--- src/rtl/ysyx_22040237_inst_fetch.sv ---
// Instruction fetch: single-outstanding request sequencer feeding a 2-entry instruction FIFO.
// Redirects flush the FIFO and mark any in-flight request so that its response is dropped.
module ysyx_22040237_inst_fetch #(
    parameter logic [63:0] RESET_PC = 64'h0000_0000_8000_0000
) (
    input  logic        clk,
    input  logic        rst,
    input  logic        redirect_valid,
    input  logic [63:0] redirect_pc,
    output logic        req_valid,
    input  logic        req_ready,
    output logic [63:0] req_addr,
    input  logic        resp_valid,
    input  logic [31:0] resp_data,
    input  logic        resp_err,
    output logic        inst_valid,
    input  logic        inst_ready,
    output logic [31:0] inst_o,
    output logic [63:0] inst_pc,
    output logic        inst_fault
);
    typedef enum logic [1:0] {IDLE = 2'd0, REQ = 2'd1, WAIT = 2'd2, HALT = 2'd3} state_t;

    state_t      state_r;
    state_t      state_next_s;
    logic [63:0] fetch_pc_r;
    logic [63:0] req_addr_r;
    logic        drop_r;
    logic [63:0] fifo_pc_r    [2];
    logic [31:0] fifo_inst_r  [2];
    logic        fifo_fault_r [2];
    logic        rd_ptr_r;
    logic        wr_ptr_r;
    logic [1:0]  count_r;

    logic [63:0] redirect_addr_s;
    logic        handshake_s;
    logic        resp_take_s;
    logic        push_s;
    logic        pop_s;
    logic        issue_s;

    assign redirect_addr_s = redirect_pc & ~64'd3;
    assign handshake_s     = (state_r == REQ) && req_ready;
    assign resp_take_s     = (state_r == WAIT) && resp_valid;
    // A redirect discards a same-cycle response and overrides a same-cycle pop.
    assign push_s          = resp_take_s && !drop_r && !redirect_valid;
    assign pop_s           = (count_r != 2'd0) && inst_ready && !redirect_valid;
    assign issue_s         = (state_r == IDLE) && (state_next_s == REQ);

    // State register.
    always_ff @(posedge clk or posedge rst) begin
        if (rst) begin
            state_r <= IDLE;
        end else begin
            state_r <= state_next_s;
        end
    end

    // Next-state logic; IDLE only issues while FIFO has room for the reply.
    always_comb begin
        state_next_s = state_r;
        case (state_r)
            IDLE: begin
                if (redirect_valid || (count_r < 2'd2)) state_next_s = REQ;
                else                                    state_next_s = IDLE;
            end
            REQ: begin
                if (req_ready) state_next_s = WAIT;
                else           state_next_s = REQ;
            end
            WAIT: begin
                if (!resp_valid)            state_next_s = WAIT;
                else if (push_s && resp_err) state_next_s = HALT;
                else                        state_next_s = IDLE;
            end
            HALT: begin
                if (redirect_valid) state_next_s = IDLE;
                else                state_next_s = HALT;
            end
            default: state_next_s = IDLE;
        endcase
    end

    // Output decode: a request is presented only in REQ.
    always_comb begin
        req_valid = 1'b0;
        if (state_r == REQ) req_valid = 1'b1;
        else                req_valid = 1'b0;
    end

    // Fetch PC and the latched request address; the latter is frozen for the whole REQ phase.
    always_ff @(posedge clk or posedge rst) begin
        if (rst) begin
            fetch_pc_r <= RESET_PC;
            req_addr_r <= RESET_PC;
        end else begin
            if (redirect_valid)             fetch_pc_r <= redirect_addr_s;
            else if (handshake_s && !drop_r) fetch_pc_r <= fetch_pc_r + 64'd4;
            else                            fetch_pc_r <= fetch_pc_r;
            if (issue_s) req_addr_r <= redirect_valid ? redirect_addr_s : fetch_pc_r;
            else         req_addr_r <= req_addr_r;
        end
    end

    // Drop flag marks the single outstanding request as stale after a redirect.
    always_ff @(posedge clk or posedge rst) begin
        if (rst) begin
            drop_r <= 1'b0;
        end else if (resp_take_s) begin
            drop_r <= 1'b0;
        end else if (redirect_valid && ((state_r == REQ) || (state_r == WAIT))) begin
            drop_r <= 1'b1;
        end else begin
            drop_r <= drop_r;
        end
    end

    // Two-entry FIFO of {pc, inst, fault}; req_addr_r still holds the PC of the answered request.
    always_ff @(posedge clk or posedge rst) begin
        if (rst) begin
            fifo_pc_r[0]    <= 64'd0;
            fifo_pc_r[1]    <= 64'd0;
            fifo_inst_r[0]  <= 32'd0;
            fifo_inst_r[1]  <= 32'd0;
            fifo_fault_r[0] <= 1'b0;
            fifo_fault_r[1] <= 1'b0;
            rd_ptr_r        <= 1'b0;
            wr_ptr_r        <= 1'b0;
            count_r         <= 2'd0;
        end else if (redirect_valid) begin
            rd_ptr_r <= 1'b0;
            wr_ptr_r <= 1'b0;
            count_r  <= 2'd0;
        end else begin
            if (push_s) begin
                fifo_pc_r[wr_ptr_r]    <= req_addr_r;
                fifo_inst_r[wr_ptr_r]  <= resp_data;
                fifo_fault_r[wr_ptr_r] <= resp_err;
                wr_ptr_r               <= ~wr_ptr_r;
            end
            if (pop_s) rd_ptr_r <= ~rd_ptr_r;
            case ({push_s, pop_s})
                2'b10:   count_r <= count_r + 2'd1;
                2'b01:   count_r <= count_r - 2'd1;
                default: count_r <= count_r;
            endcase
        end
    end

    assign req_addr   = req_addr_r;
    assign inst_valid = (count_r != 2'd0);
    assign inst_o     = fifo_inst_r[rd_ptr_r];
    assign inst_pc    = fifo_pc_r[rd_ptr_r];
    assign inst_fault = fifo_fault_r[rd_ptr_r];

endmodule

--- config.mk ---
export PLATFORM = sky130hd
export DESIGN_NAME = ysyx_22040237_inst_fetch
export DESIGN_NICKNAME = d
export VERILOG_FILES = /design/src/rtl/ysyx_22040237_inst_fetch.sv
export SDC_FILE = /design/constraint.sdc
export NUM_CORES = 1
export LEC_CHECK = 0
export BUFFER_PORTS_ARGS = -buffer_cell sky130_fd_sc_hd__buf_2
export CORE_MARGIN = 1.5
export CORE_UTILIZATION = 55
export CTS_CLUSTER_SIZE = 20
export DETAILED_ROUTE_END_ITERATION = 6
export GPL_ROUTABILITY_DRIVEN = 0
export PLACE_DENSITY_LB_ADDON = 0.3
export SYNTH_ARGS = -nofsm -noshare
export SYNTH_HDL_FRONTEND = slang
export SYNTH_SLANG_ARGS = --single-unit
--- constraint.sdc ---
create_clock -name clk -period 28.4 [get_ports clk]
set_input_delay 1.42 -clock clk [delete_from_list [all_inputs] [get_ports clk]]
set_output_delay 1.42 -clock clk [all_outputs]
set_load 0.1 [all_outputs]
### Yosys cells after proc, flatten, opt, wreduce, memory -nomap -nowiden

Index checks and enable logic that the tools add are counted.

| operators by class | value |
|---|---|
| add/sub/neg operators | 3 |
| magnitude comparators | 4 |
| equal/unequal tests | 6 |
| multiplexer cells | 36 |
| bitwise logic cells | 5 |
| reduce and logical (&&, ||, !) cells | 23 |

Operator list:

| kind | number |
|---|---|
| 64-bit two-way mux | 7 |
| 128-bit bitwise mux | 1 |
| 32-bit two-way mux | 4 |
| 64-bit by 3-bit adder with 64-bit output (second input constant) | 1 |
| 64-bit bitwise mux | 1 |
| 64-bit demux with 1-bit select | 1 |
| 32-bit demux with 1-bit select | 1 |
| 1-bit two-way mux | 12 |
| 1-bit logical AND | 11 |
| 2-bit two-way mux | 5 |
| 2-bit nonzero test | 5 |
| 2-bit case mux with 4 select lines | 1 |
| 2-bit by 1-bit == test with 1-bit output (second input constant) | 3 |
| 2-bit == test (second input constant) | 3 |
| 2-bit >= comparator (second input constant) | 2 |
| 1-bit inverter with 2-bit output | 2 |
| 2-bit case mux with 2 select lines | 1 |
| 1-bit inverter | 3 |
| 3-bit nonzero test | 1 |
| 2-bit by 1-bit adder with 2-bit output (second input constant) | 1 |
| 2-bit bitwise mux | 1 |
| 1-bit logical NOT | 2 |
| 2-bit logical NOT | 1 |
| 1-bit logical OR | 2 |
| other kinds (5) | 5 |

| storage, ports and cells | value |
|---|---|
| register bits | 329 |
| bits of input ports | 103 |
| output and inout port bits | 163 |
| word-level logic and storage cells | 90 |

### Longest topological paths before layout

| logic depth | value |
|---|---|
| depth in word-level cells | 10 |
| depth in mapped cells | 9 |
| mapped depth without buffers | 7 |

### Worst setup path after synthesis

Ideal clock, no wire load.

| path | value |
|---|---|
| kind | reg-to-output |
| from | register rd_ptr_r |
| to | output port inst_pc[1] |
| arrival time | 1.806 ns |
| data required time | 26.980 ns |
| path slack | 25.174 ns |
| cell stages (with the launch flop) | 5 |
| buffers on the path | 3 |
| path through | dfrtp_1 -> clkbuf_1 -> clkbuf_1 -> mux2_2 -> buf_4 |

| on the way | value |
|---|---|
| longest elaborated chain between the ends | 4 |

Ends and longest elaborated chain:

| item | line | source |
|---|---|---|
| from (decl) | 32 | `logic rd_ptr_r;` |
| from (signal assigned) | 142 | `if (pop_s) rd_ptr_r <= ~rd_ptr_r;` |
| 1-bit inverter with 2-bit output (not written as such) | 154 | `assign inst_pc = fifo_pc_r[rd_ptr_r];` |
| 64-bit two-way mux (not written as such) (3 in a row) | 154 |  |
| to (decl) | 19 | `output logic [63:0] inst_pc,` |

Every way passes these cells. The select of a mux whose other input is x is not followed.

### Final worst setup path

| path | value |
|---|---|
| from | input port redirect_valid |
| to | register fifo_pc_r[106] in the netlist's numbering |

| on the way | value |
|---|---|
| longest elaborated chain between the ends | 3 |
| elaborated cells on any way between the ends | 4 |
| classes of those cells | 1 x bitwise; 3 x reduce/logical |

Ends and longest elaborated chain:

| item | line | source |
|---|---|---|
| from (decl) | 8 | `input logic redirect_valid,` |
| 1-bit logical NOT | 47 | `assign push_s = resp_take_s && !drop_r && !redirect_valid;` |
| 1-bit logical AND | 47 |  |
| 2-bit AND reduction (no line) * | -- |  |
| to (signal, indexed assignment) | 137 | `fifo_pc_r[wr_ptr_r] <= req_addr_r;` |
| to (decl) | 29 | `logic [63:0] fifo_pc_r [2];` |

Mark *: on every way between the ends. The rest lies on a longest branch, timed or not.
A chain may end at the register's enable or synchronous reset.

==> results.py <==
metrics = {
    "run_status": {
        "status": "completed",
    },
    "layout": {
        "finalNonFillerCells": 1948,
        "drive_gt1_frac": 0.4133,
        "fillerInstances": 2052,
        "design_area_um2": 18190,
        "area_growth_pct": 18.93,
        "finalNetCount": 1649,
    },
    "synth": {
        "yosysWarnings": 0,
        "async_reset_ff_frac": 1.000,
        "post-synth-top-count-cell": "dfrtp_1",
        "yosysUniqueCellTypes": 65,
        "synth_edf_count": 0,
        "yosys-top-cells-count": "dfrtp_1 (322), mux2_2 (291), nand2_1 (127), o21ai_0 (86), clkbuf_1 (60)",
        "syn_area_um2": 15290,
        "avgSynthCellArea_um2": 11.67,
        "synth_area_leader_cell": "dfrtp_1",
        "syn_inst": 1310,
        "yosys-top-cells-area": "dfrtp_1 (53%), mux2_2 (21%), nand2_1 (3.1%), o21ai_0 (2.8%), clkbuf_1 (1.5%)",
        "ys.flop_type": "dfrtp_1",
        "ys_ff_latch": 324,
        "synthesis.nets": 1418,
        "synth_top_area_share": 0.5270,
        "synth-seq-area-share": 0.5304,
    },
    "sta": {
        "post-route-period-util": 0.1537,
        "hold_violations": 0,
        "tightest_slew_ns": 1.199,
        "hold_ws_ns": 0.4989,
        "max_freq_mhz": 229.0,
        "maxSlewViolCount": 0,
        "clock_skew_ns": 0.01537,
        "report.final.setup_viol": 0,
        "layout_min_cycle_time_ns": 4.366,
        "rsz0062_at_grt": "no",
        "fin_setup_tns_ns": 0,
        "slew_headroom": 0.2004,
    },
    "run": {
        "drv_cap": 0,
    },
    "placed_design": {
        "hpwl_mm": 24.22,
        "portBuffers": 263,
        "placed_cell_area_um2": 16850,
        "dp.cells": 1874,
    },
    "global_routing": {
        "grt_first_pass_wirelength_mm": 58.80,
        "track_usage": 0.2545,
        "grt_start_max_net_pins": 184,
        "grt-ovfl-total": 0,
        "antenna_found_initial": 10,
        "first_global_vias": 11260,
    },
    "clocking": {
        "cts_tree": "yes",
        "post-cts-setup-buffers": 0,
        "cts-root-buf": "clkbuf_16",
        "clk_path_buf_depth": 3,
        "path_clk_slew_ns": 0.06,
        "htreeDepth": 2,
        "cts.sink_count": 324,
        "cts_hold_buf": 0,
        "ctsResizeCount": 0,
        "clk_latency_ns": 0.52,
        "cts_buffers": 37,
    },
    "setup_path": {
        "critPathKind": "input pin to flop",
        "end_kind": "flop",
        "critPathMostFrequentCell": "buf_4",
        "critPathArrivalTime_ns": 4.76,
        "worst_path_max_delay_cell": "buf_4",
        "cp_cell_sequence": "buf_4, inv_2, nand2_1, nor2_4, buf_4, mux2_2",
        "critPathBufInv": 3,
        "cpPeakStageDelay_ns": 0.98,
        "crit_family": "buffers and inverters",
        "cp_max_fo": 84,
        "critical_path_required_ns": 28.79,
        "cp-start-kind": "input pin",
    },
    "route": {
        "dr.first_iter.drc_count": 811,
        "first_pass_iters": 5,
        "route.detailed.drc": 0,
        "ant_nets": 0,
        "routed_wl_mm": 36.46,
        "wire_per_inst_um": 18.72,
        "viasPerCell": 5.721,
        "vias": 11140,
    },
    "floorplanning": {
        "ios": 266,
        "dieWidth_um": 169.7,
        "die_area_um2": 28810,
        "die_h_um": 169.7,
        "floorplan.initialDensity": 0.5642,
        "rows": 60,
        "core_um2": 27100,
    },
    "pwr": {
        "vdd_ir_drop_max_uv": 136.1,
        "intPower_uw": 1068,
        "sequentialPowerShare": 0.297,
        "comb_power_share": 0.470,
        "power.switching_uw": 1120,
        "p_per_area_nw_per_um2": 120.3,
        "switching_share": 0.5119,
        "clockPowerShare": 0.233,
        "power_leakage_uw": 0.008944,
    },
    "hold_path": {
        "min_path_type": "flop to flop",
    },
}
-- worst paths after layout --
check / start / to / slack (ns) / cells past startpoint
setup / recovery: redirect_valid / fifo_pc_r[106] / 24.03 / 6
setup reg to reg: state_r[1] / fetch_pc_r[59] / 25.12 / 7
max in group asynchronous: rst / fifo_pc_r[82] / 25.77 / 3
min in group asynchronous: rst / fifo_inst_r[2] / 1.10 / 2
hold reg to reg: fifo_pc_r[6] / fifo_pc_r[6] / 0.50 / 1
hold / removal: fifo_pc_r[6] / fifo_pc_r[6] / 0.50 / 1
-- flip-flops by register name, indices dropped and copies added, names as in the netlist --
name          cells
fifo_pc_r       126
fifo_inst_r      64
count_r           2
drop_r            1
rd_ptr_r          1
req_addr         63
fetch_pc_r       62
wr_ptr_r          1
state_r           2
fifo_fault_r      2
-- final cells by class --
class,count,area (um2),share of cell area
clock buffers,52,1085,0.05965
multi-input cells,890,6809,0.3744
inverters,17,71.32,0.003922
repair buffers,271,1391,0.07650
clock inverters,14,230.2,0.01266
diodes,8,20.02,0.001101
flip-flops and latches,324,8114,0.4462
well taps,372,465.4,0.02559
-- routing by layer --
metal	track usage	part of all wire	vias up
met5	0	0.00055	-
met4	0.07849	0.022	4
met3	0.06063	0.069	61
met2	0.4134	0.48	335
met1	0.3390	0.43	5528
li1	-	-	5216
-- worst reg2reg max path: cells and delay by family, from the launching register on --
kind                     cells  cell delay [ns]
AO/OA/AOI/OAI                1             0.29
adder cells (fa/ha/maj)      1             0.25
AND/OR/NAND/NOR              4             2.16
flip-flops                   1             0.40
buffers and inverters        1             0.08
-- per-stage QoR --
| step | util | setup WS (ns) | power, uW |
|---|---|---|---|
| floorplan | - | 18.01 | 1524 |
| global placement | 0.6218 | 23.57 | 1669 |
| detailed placement | 0.6218 | 23.54 | 1686 |
| CTS | 0.6703 | 24.06 | 2202 |
| global route | 0.6710 | 23.86 | 2271 |
| finish | 0.6711 | 24.03 | 2188 |
-- kinds of logic (layout without fill, tap and decap cells) --
| logic type | Yosys count | after routing | share of synthesized area |
|---|---|---|---|
| multiplexers | 313 | 313 | 0.2287 |
| XOR/XNOR | 27 | 27 | 0.01546 |
| adder cells (fa/ha/maj) | 5 | 5 | 0.004091 |
| AND/OR/NAND/NOR | 361 | 361 | 0.1177 |
| AO/OA/AOI/OAI | 184 | 184 | 0.07724 |
| flip-flops | 324 | 324 | 0.5304 |
| other | 0 | 8 | 0 |
| buffers and inverters | 96 | 354 | 0.02635 |
-- power groups by stage --
stage	Sequential (uW)	Clock (uW)	Combinational [uW]
finish	651	509	1030
floorplan	936	0	588
global placement	649	0	1020
global route	668	535	1070
detailed placement	658	0	1030
CTS	652	517	1030
-- cell usage in the layout (no fill, tap or decap), drive strengths merged, types with 4 or more instances in the layout --
cell / instances
buf: 271
bufinv: 6
nand3: 35
nand4: 33
dfrtp: 322
xnor2: 11
and4: 11
nor3: 28
ha: 5
nor2b: 6
a211oi: 6
o31ai: 8
or4: 4
or3: 8
a31oi: 6
or2: 6
a221oi: 6
a21oi: 13
a21boi: 29
mux2i: 22
clkbuf: 52
nor4: 14
and3: 16
mux2: 291
a311oi: 4
clkinv: 5
diode: 8
nand2: 127
o21ai: 87
xor2: 16
o211ai: 4
o211a: 4
and2: 9
inv: 19
nor2: 54
Power figures use the tool's default switching activity.
